<file path="src/rtl/multi_digit_seven_segment.sv">
// -----------------------------------------------------------------------------
// multi_digit_seven_segment
//
// Time-multiplexed driver for a bank of common-segment seven-segment digits.
// A packed multi-nibble value is latched into a display register and one digit
// is shown at a time. Every digit slot lasts REFRESH_DIV cycles: the first cycle
// of a slot is dark, so the previous digit cannot ghost into the next one. A
// sticky error flag blinks the decimal point with a half-period of BLINK_SCANS
// complete scan frames.
//
// Ports
//   clock        in   system clock, rising edge
//   resetN       in   asynchronous active-low reset
//   load         in   capture binaryNumber into the display register
//   binaryNumber in   packed nibbles, [3:0] is digit 0 (least significant)
//   isError      in   set the sticky error flag (wins over clearError)
//   clearError   in   clear the sticky error flag
//   segments     out  {A,B,C,D,E,F,G}, A at bit 6, physical pin level
//   DP           out  decimal point / error indicator, physical pin level
//   digitEnable  out  one-hot digit enable, physical pin level
//   frameTick    out  one-cycle active-high pulse per complete scan frame
//
// All outputs are registered and are computed from the state held before the
// edge that updates them (one cycle of latency). ACTIVE_LOW inverts segments,
// DP and digitEnable at the register, so reset already drives the inactive
// physical level.
// -----------------------------------------------------------------------------
module multi_digit_seven_segment #(
   parameter int DIGITS        = 4,
   parameter int REFRESH_DIV   = 1000,
   parameter int BLINK_SCANS   = 64,
   parameter int BLANK_LEADING = 0,
   parameter int ACTIVE_LOW    = 0
) (
   input  logic                  clock,
   input  logic                  resetN,
   input  logic                  load,
   input  logic [4*DIGITS-1:0]   binaryNumber,
   input  logic                  isError,
   input  logic                  clearError,
   output logic [6:0]            segments,
   output logic                  DP,
   output logic [DIGITS-1:0]     digitEnable,
   output logic                  frameTick
);

   localparam int PW = (REFRESH_DIV > 1) ? $clog2(REFRESH_DIV) : 1;
   localparam int IW = (DIGITS > 1)      ? $clog2(DIGITS)      : 1;
   localparam int FW = (BLINK_SCANS > 1) ? $clog2(BLINK_SCANS) : 1;

   localparam logic [PW-1:0]     P_LAST = PW'(REFRESH_DIV - 1);
   localparam logic [IW-1:0]     I_LAST = IW'(DIGITS - 1);
   localparam logic [FW-1:0]     F_LAST = FW'(BLINK_SCANS - 1);
   localparam logic              POL    = (ACTIVE_LOW != 0);
   localparam logic [6:0]        SEG_OFF = {7{POL}};
   localparam logic [DIGITS-1:0] EN_OFF  = {DIGITS{POL}};
   localparam logic [DIGITS-1:0] EN_ONE  = {{(DIGITS-1){1'b0}}, 1'b1};

   // State
   logic [4*DIGITS-1:0] r_disp;
   logic                r_err;
   logic [PW-1:0]       r_p;
   logic [IW-1:0]       r_i;
   logic [FW-1:0]       r_frame;
   logic                r_blink;

   // Registered outputs, held at physical pin level
   logic [6:0]          r_seg;
   logic                r_dp;
   logic [DIGITS-1:0]   r_en;
   logic                r_tick;

   // Combinational helpers
   logic                w_p_last;
   logic                w_wrap;
   logic                w_err_next;
   logic                w_err_rise;
   logic                w_on;
   logic [3:0]          w_nibble;
   logic                w_upper_zero;
   logic                w_blank;
   logic [6:0]          w_glyph;
   logic [6:0]          w_seg_log;

   function automatic logic [6:0] f_decode(input logic [3:0] n);
      logic [6:0] g;
      case (n)
         4'h0: g = 7'b1111110;
         4'h1: g = 7'b0110000;
         4'h2: g = 7'b1101101;
         4'h3: g = 7'b1111001;
         4'h4: g = 7'b0110011;
         4'h5: g = 7'b1011011;
         4'h6: g = 7'b1011111;
         4'h7: g = 7'b1110000;
         4'h8: g = 7'b1111111;
         4'h9: g = 7'b1111011;
         4'hA: g = 7'b1110111;
         4'hB: g = 7'b0011111;
         4'hC: g = 7'b1001110;
         4'hD: g = 7'b0111101;
         4'hE: g = 7'b1001111;
         default: g = 7'b1000111;
      endcase
      return g;
   endfunction

   assign w_p_last   = (r_p == P_LAST);
   // Index wrap: last cycle of the last digit slot.
   assign w_wrap     = w_p_last && (r_i == I_LAST);
   // Set wins over clear when both arrive on the same edge.
   assign w_err_next = isError | (r_err & ~clearError);
   assign w_err_rise = isError & ~r_err;
   // Slot cycle 0 is the anti-ghosting dark cycle.
   assign w_on       = (r_p != '0);

   // Select the current nibble and find whether it and everything above it
   // is zero (leading-zero blanking; digit 0 is always shown).
   always_comb begin
      w_nibble     = 4'd0;
      w_upper_zero = 1'b1;
      for (int k = 0; k < DIGITS; k++) begin
         if (IW'(k) == r_i) begin
            w_nibble = r_disp[4*k +: 4];
         end
         if ((IW'(k) >= r_i) && (r_disp[4*k +: 4] != 4'd0)) begin
            w_upper_zero = 1'b0;
         end
      end
      w_blank = (BLANK_LEADING != 0) && (r_i != '0) && w_upper_zero;
   end

   assign w_glyph   = f_decode(w_nibble);
   assign w_seg_log = (w_on && !w_blank) ? w_glyph : 7'b0000000;

   always_ff @(posedge clock or negedge resetN) begin
      if (!resetN) begin
         r_disp  <= '0;
         r_err   <= 1'b0;
         r_p     <= '0;
         r_i     <= '0;
         r_frame <= '0;
         r_blink <= 1'b0;
         r_seg   <= SEG_OFF;
         r_dp    <= POL;
         r_en    <= EN_OFF;
         r_tick  <= 1'b0;
      end else begin
         if (load) begin
            r_disp <= binaryNumber;
         end
         r_err <= w_err_next;

         // Prescaler and digit index
         if (w_p_last) begin
            r_p <= '0;
            r_i <= (r_i == I_LAST) ? '0 : r_i + 1'b1;
         end else begin
            r_p <= r_p + 1'b1;
         end

         // Blink timing restarts on a fresh error so the first blink is a
         // full lit half-period.
         if (w_err_rise) begin
            r_frame <= '0;
            r_blink <= 1'b1;
         end else if (w_wrap) begin
            if (r_frame == F_LAST) begin
               r_frame <= '0;
               r_blink <= ~r_blink;
            end else begin
               r_frame <= r_frame + 1'b1;
            end
         end

         // Outputs from pre-edge state
         r_seg  <= w_seg_log ^ SEG_OFF;
         r_en   <= (w_on ? (EN_ONE << r_i) : '0) ^ EN_OFF;
         r_dp   <= (w_on & r_err & r_blink) ^ POL;
         r_tick <= w_wrap;
      end
   end

   assign segments    = r_seg;
   assign DP          = r_dp;
   assign digitEnable = r_en;
   assign frameTick   = r_tick;

endmodule

</file>
<file path="config.mk">
export PLATFORM = sky130hd
export DESIGN_NAME = multi_digit_seven_segment
export DESIGN_NICKNAME = d
export VERILOG_FILES = /design/src/rtl/multi_digit_seven_segment.sv
export SDC_FILE = /design/constraint.sdc
export NUM_CORES = 1
export LEC_CHECK = 0
export BUFFER_PORTS_ARGS = -buffer_cell sky130_fd_sc_hd__buf_4
export CAP_MARGIN = 20
export CELL_PAD_IN_SITES_DETAIL_PLACEMENT = 1
export CELL_PAD_IN_SITES_GLOBAL_PLACEMENT = 2
export CORE_ASPECT_RATIO = 1.2
export CORE_MARGIN = 2
export CORE_UTILIZATION = 40
export DETAILED_ROUTE_END_ITERATION = 8
export PLACE_DENSITY = 0.8
export SYNTH_ARGS = -nofsm -noshare
export SYNTH_HDL_FRONTEND = slang
export SYNTH_SLANG_ARGS = --single-unit
</file>
<file path="constraint.sdc">
create_clock -name clock -period 5.99 [get_ports clock]
set_input_delay 1.198 -clock clock [delete_from_list [all_inputs] [get_ports clock]]
set_output_delay 1.198 -clock clock [all_outputs]
set_load 0.05 [all_outputs]
</file>
Word-level counts from Yosys, hierarchy flattened
Memories as Yosys holds them, arrays and structs flattened.
Cells that the tools add are included.

storage, ports and cells
  flip-flop bits (word level) = 49
  memory bits (read-only) = 112
  bits of input ports = 21
  output and inout port bits = 13
  word-level logic and storage cells = 49
  memories kept = 1

memory list
  name             words  bits a word  read ports  clocked after memory_dff  write ports  line  source
  (no name shown)  16     7            1           0                         0            87    case (n)

operators by class
  add/sub/neg operators = 3
  eq/ne operators = 6
  shifts and indexed selects = 1
  muxes and demuxes = 14
  bitwise gates (word level) = 8
  reductions and logical operators = 6

operators with widths
  kind                                             number
  2-to-1 mux 4 bit                                 5
  2-to-1 mux 6 bit                                 3
  adder 10 x 1 -> 10 bit, second input constant    1
  == test 10 bit, second input constant            1
  2-to-1 mux 10 bit                                1
  nonzero test 10 bit                              1
  2-to-1 mux 7 bit                                 1
  adder 6 x 1 -> 6 bit, second input constant      1
  == test 6 bit, second input constant             1
  AND 1 bit                                        4
  == test 2 bit, first input constant              2
  nonzero test 2 bit                               2
  left shift 1 x 2 -> 4 bit, first input constant  1
  2-to-1 mux 1 bit                                 3
  inverter 1 bit                                   3
  adder 2 x 1 -> 2 bit, second input constant      1
  == test 1 x 2 -> 1 bit, first input constant     1
  == test 2 bit, second input constant             1
  zero test 2 bit                                  1
  2-to-1 mux 2 bit                                 1
  AND reduction 2 bit                              1
  logical AND 1 bit                                1
  bitwise OR 1 bit                                 1

Depth between registers and ports, before layout
An unclocked memory read counts as a cell.

  word-level depth = 7
  depth in mapped cells = 10
  gate-level depth less buffers = 10

Worst setup path before layout
OpenSTA, ideal clock, no wires.

  kind = input -> register
  from = input load
  to = register r_disp[0]
  setup time = 0.125 ns
  arrival = 2.159 ns
  required time = 5.865 ns
  path slack = 3.706 ns
  stages = 3
  buffers on the path = 2
  path through = clkbuf_1 -> clkbuf_1 -> mux2_2

RTL lines
  element               line  source
  from (decl)           37    input logic load,
  to (signal assigned)  150   r_disp <= binaryNumber;
  to (decl)             60    logic [4*DIGITS-1:0] r_disp;

No word-level cell between the ends.

Final worst setup path
  from = register r_i[0]
  to = register r_seg[0], in the netlist segments[0]

between the ends
  longest elaborated chain between the ends = 7
  elaborated cells on any way between the ends = 10
  classes of those cells = eq/ne: 3; mux: 5; reduce/logical: 1; memory: 1

RTL lines
  element                         line  source
  from (decl)                     63    logic [IW-1:0] r_i;
  from (signal assigned)          157   r_i <= (r_i == I_LAST) ? '0 : r_i + 1'b1;
  zero test 2 bit                 123   if (IW'(k) == r_i) begin
  2-to-1 mux 4 bit (3 in series)  123
  2-to-1 mux 4 bit (*)            123
  memory (16 x 7 bit) (*)         n/a
  2-to-1 mux 7 bit (*)            134   assign w_seg_log = (w_on && !w_blank) ? w_glyph : 7'b0000000;
  via w_seg_log[0]                83    logic [6:0] w_seg_log;
  to (signal assigned)            177   r_seg <= w_seg_log ^ SEG_OFF;
  to (decl)                       68    logic [6:0] r_seg;

Mark *: on every way through the listed nets, which the timed path passes. The rest lies on a longest branch.
A chain may end at the register's enable or synchronous reset.

==> results.json <==
{
  "clockBufferDepth": 2,
  "fin_crit_sh": 0.403,
  "hold_path_startpoint": "r_disp[5]",
  "cellLeakagePower_nw": 1.26,
  "synthMostInstantiatedCell": "dfrtp_1",
  "cts_max_level": 2,
  "slowest_delay_ps": 410,
  "crit_fanout": 9,
  "setup.worst_path.end_class": "flip-flop",
  "cp.required_ps": 6230,
  "synth.distinct_cells": 45,
  "cts_setup_buffers": 0,
  "track_usage": 0.171,
  "hold_viol": 0,
  "drive_gt1_frac": 0.260,
  "gp_congestion": 0.736,
  "p_comb_frac": 0.165,
  "critPathSlowestCell": "dfrtp_1",
  "chipWidth_um": 74.6,
  "crit_chain": "ha_1 -> inv_1 -> o22ai_1 -> a31oi_1 -> inv_1 -> ha_1 -> mux2_2 -> nand2_1 -> o311a_1",
  "slew_violations": 0,
  "coreArea_um2": 5710,
  "stdcell_area_um2": 2830,
  "use_met1": 0.226,
  "grt_max_degree": 50,
  "overflow": 0,
  "layoutNonFillerInstCount": 334,
  "rows": 30,
  "total_power_uw": 702,
  "synthCells": 219,
  "crit_start": "r_i[0]",
  "power_switching_uw": 183,
  "grt_pass1_wl_um": 8650,
  "synth_top_area_frac": 0.513,
  "synth-async-reset-ratio": 1.00,
  "setup_viol": 0,
  "clock-sinks": 49,
  "min_period_ps": 2410,
  "p_seq_frac": 0.512,
  "path_buf_inv": 2,
  "critical_path_arrival_ps": 2650,
  "finClkSkew_ps": 5.02,
  "syn-num-nets": 253,
  "rsz0062_at_grt": "no",
  "slew_headroom": 0.556,
  "die-area_um2": 6610,
  "initial_core_util": 0.419,
  "p_clk_frac": 0.323,
  "placed_area_um2": 2720,
  "dpl.hpwl_um": 3500,
  "placed_cells": 327,
  "worstSkewPairLatency_ps": 300,
  "io_pins": 34,
  "start_kind": "flip-flop",
  "cts_buffers": 5,
  "powerDensity_nw_per_um2": 248,
  "grt-busiest-layer": "met2",
  "cts_root_buffer": "clkbuf_8",
  "status": "finished clean",
  "synth_area_um2": 2390,
  "internal-power_uw": 519,
  "fmax_ghz": 0.415,
  "vias": 1691,
  "routedWlPerCell_um": 14.5,
  "via_per_inst": 5.06,
  "drt_iter0_markers": 75,
  "synthTopCellsByCount": "49 x dfrtp_1, 18 x mux2_2, 18 x nand2_1",
  "hold_buffers": 0,
  "use_met2": 0.285,
  "portBuffers": 33,
  "clkTransAtPathRegs_ps": 80,
  "antenna_found_initial": 0,
  "yosys.area.top_type": "dfrtp_1",
  "r2r-start": "r_i[0]",
  "diodes": 0,
  "synth_flop_cell": "dfrtp_1",
  "cts_tree": "yes",
  "yosys-top-cells-area": "dfrtp_1 51%, mux2_2 8.5%, ha_1 6.8%",
  "grt_pass1_vias": 1803,
  "routed_wl_um": 4840,
  "tightest_slew_ps": 660,
  "fin_util": 0.495,
  "ant_nets": 0,
  "synth-seq-cells": 49,
  "syn_area_per_cell_um2": 10.9,
  "final_nets": 288,
  "timing.setup.tns_ps": 0,
  "synth-edff-count": 0,
  "drcViolationCount": 0,
  "fillers": 651,
  "die_h_um": 88.7,
  "firstDrtPassIters": 4,
  "met3_usage": 0.0308,
  "cts_resized": 0,
  "vdd_ir_drop_max_mv": 0.165,
  "synth_warnings": 0,
  "syn_to_final_growth_pct": 18.3,
  "cap_violations": 0,
  "critical_path_class": "flip-flop to flip-flop",
  "sw_frac_of_total": 0.261,
  "critPathTopFamily": "compound AO/OA/AOI/OAI gates",
  "min_path_type": "flip-flop to flip-flop",
  "yosysSeqAreaShare": 0.513
}
-- state kept, by name (all words and copies together) (netlist names) --
signal / count
DP: 1
digitEnable: 4
frameTick: 1
r_blink: 1
r_disp: 16
r_err: 1
r_frame: 6
r_i: 2
r_p: 10
segments: 7
-- through the flow --
| stage | hold WS [ps] | setup slack (ps) |
|---|---|---|
| after global routing | 544 | 3320 |
| after CTS | 519 | 3530 |
| final | 514 | 3580 |
| after floorplan | 455 | 3710 |
| after global placement | 479 | 3700 |
| after detailed placement | 499 | 3570 |
-- metal layers --
metal | vias to the layer above | share of wire
li1 | 832 | -
met2 | 21 | 0.51
met5 | - | 0
met1 | 834 | 0.46
met4 | 0 | 0.0070
met3 | 4 | 0.025
-- logic make-up after synthesis --
logic type,after synthesis,synth area share
AND/OR/NAND/NOR,73,0.165
flip-flops,49,0.513
AO/OA/AOI/OAI,37,0.0974
multiplexers,21,0.0974
buffers and inverters,18,0.0298
adder cells (fa/ha/maj),13,0.0681
XOR/XNOR,8,0.0293
-- power groups by stage --
stage / Sequential [mW] / Clock (mW) / Combinational (mW)
2_1_floorplan: 0.395 / 0 / 0.0448
3_3_place_gp: 0.366 / 0 / 0.117
3_5_place_dp: 0.367 / 0 / 0.117
4_1_cts: 0.360 / 0.241 / 0.118
5_1_grt: 0.363 / 0.251 / 0.128
6_report: 0.359 / 0.227 / 0.116
-- worst paths after layout --
kind | end | slack [ps] | cells past startpoint
worst max-delay path | segments[0] | 3580 | 9
worst min-delay path | r_disp[5] | 510 | 1
worst max register to register | segments[0] | 3580 | 9
worst min register to register | r_disp[5] | 510 | 1
max in group asynchronous | r_p[7] | 4670 | 1
min in group asynchronous | segments[4] | 910 | 1
-- layout make-up --
type	instances	area [um^2]	share of cell area
Multi-Input combinational cell	152	1090	0.386
Inverter	11	41.3	0.0146
Sequential cell	49	1230	0.434
Timing Repair Buffer	35	263	0.0930
Clock buffer	5	68.8	0.0243
Clock inverter	2	35.0	0.0124
Tap cell	80	100	0.0354
-- placed cells by master, fill, tap and decap left out, types with 2 or more instances in the layout --
| cell | Yosys | routed |
|---|---|---|
| a211oi_1 | 2 | 2 |
| a21oi_1 | 11 | 11 |
| a31oi_1 | 2 | 2 |
| and2_1 | 3 | 3 |
| buf_4 | 0 | 35 |
| clkbuf_8 | 0 | 5 |
| dfrtp_1 | 49 | 49 |
| ha_1 | 13 | 13 |
| inv_1 | 11 | 11 |
| mux2_2 | 18 | 18 |
| mux2i_1 | 3 | 3 |
| nand2_1 | 18 | 18 |
| nand2b_1 | 4 | 4 |
| nand3_1 | 5 | 5 |
| nand3b_1 | 3 | 3 |
| nand4_1 | 2 | 2 |
| nor2_1 | 16 | 16 |
| nor2b_1 | 4 | 4 |
| nor3_1 | 2 | 2 |
| nor3b_1 | 3 | 3 |
| nor4_1 | 3 | 3 |
| o21ai_0 | 10 | 10 |
| o31ai_1 | 2 | 2 |
| xnor2_1 | 2 | 2 |
| xor2_1 | 6 | 6 |
Power figures use the tool's default switching activity.
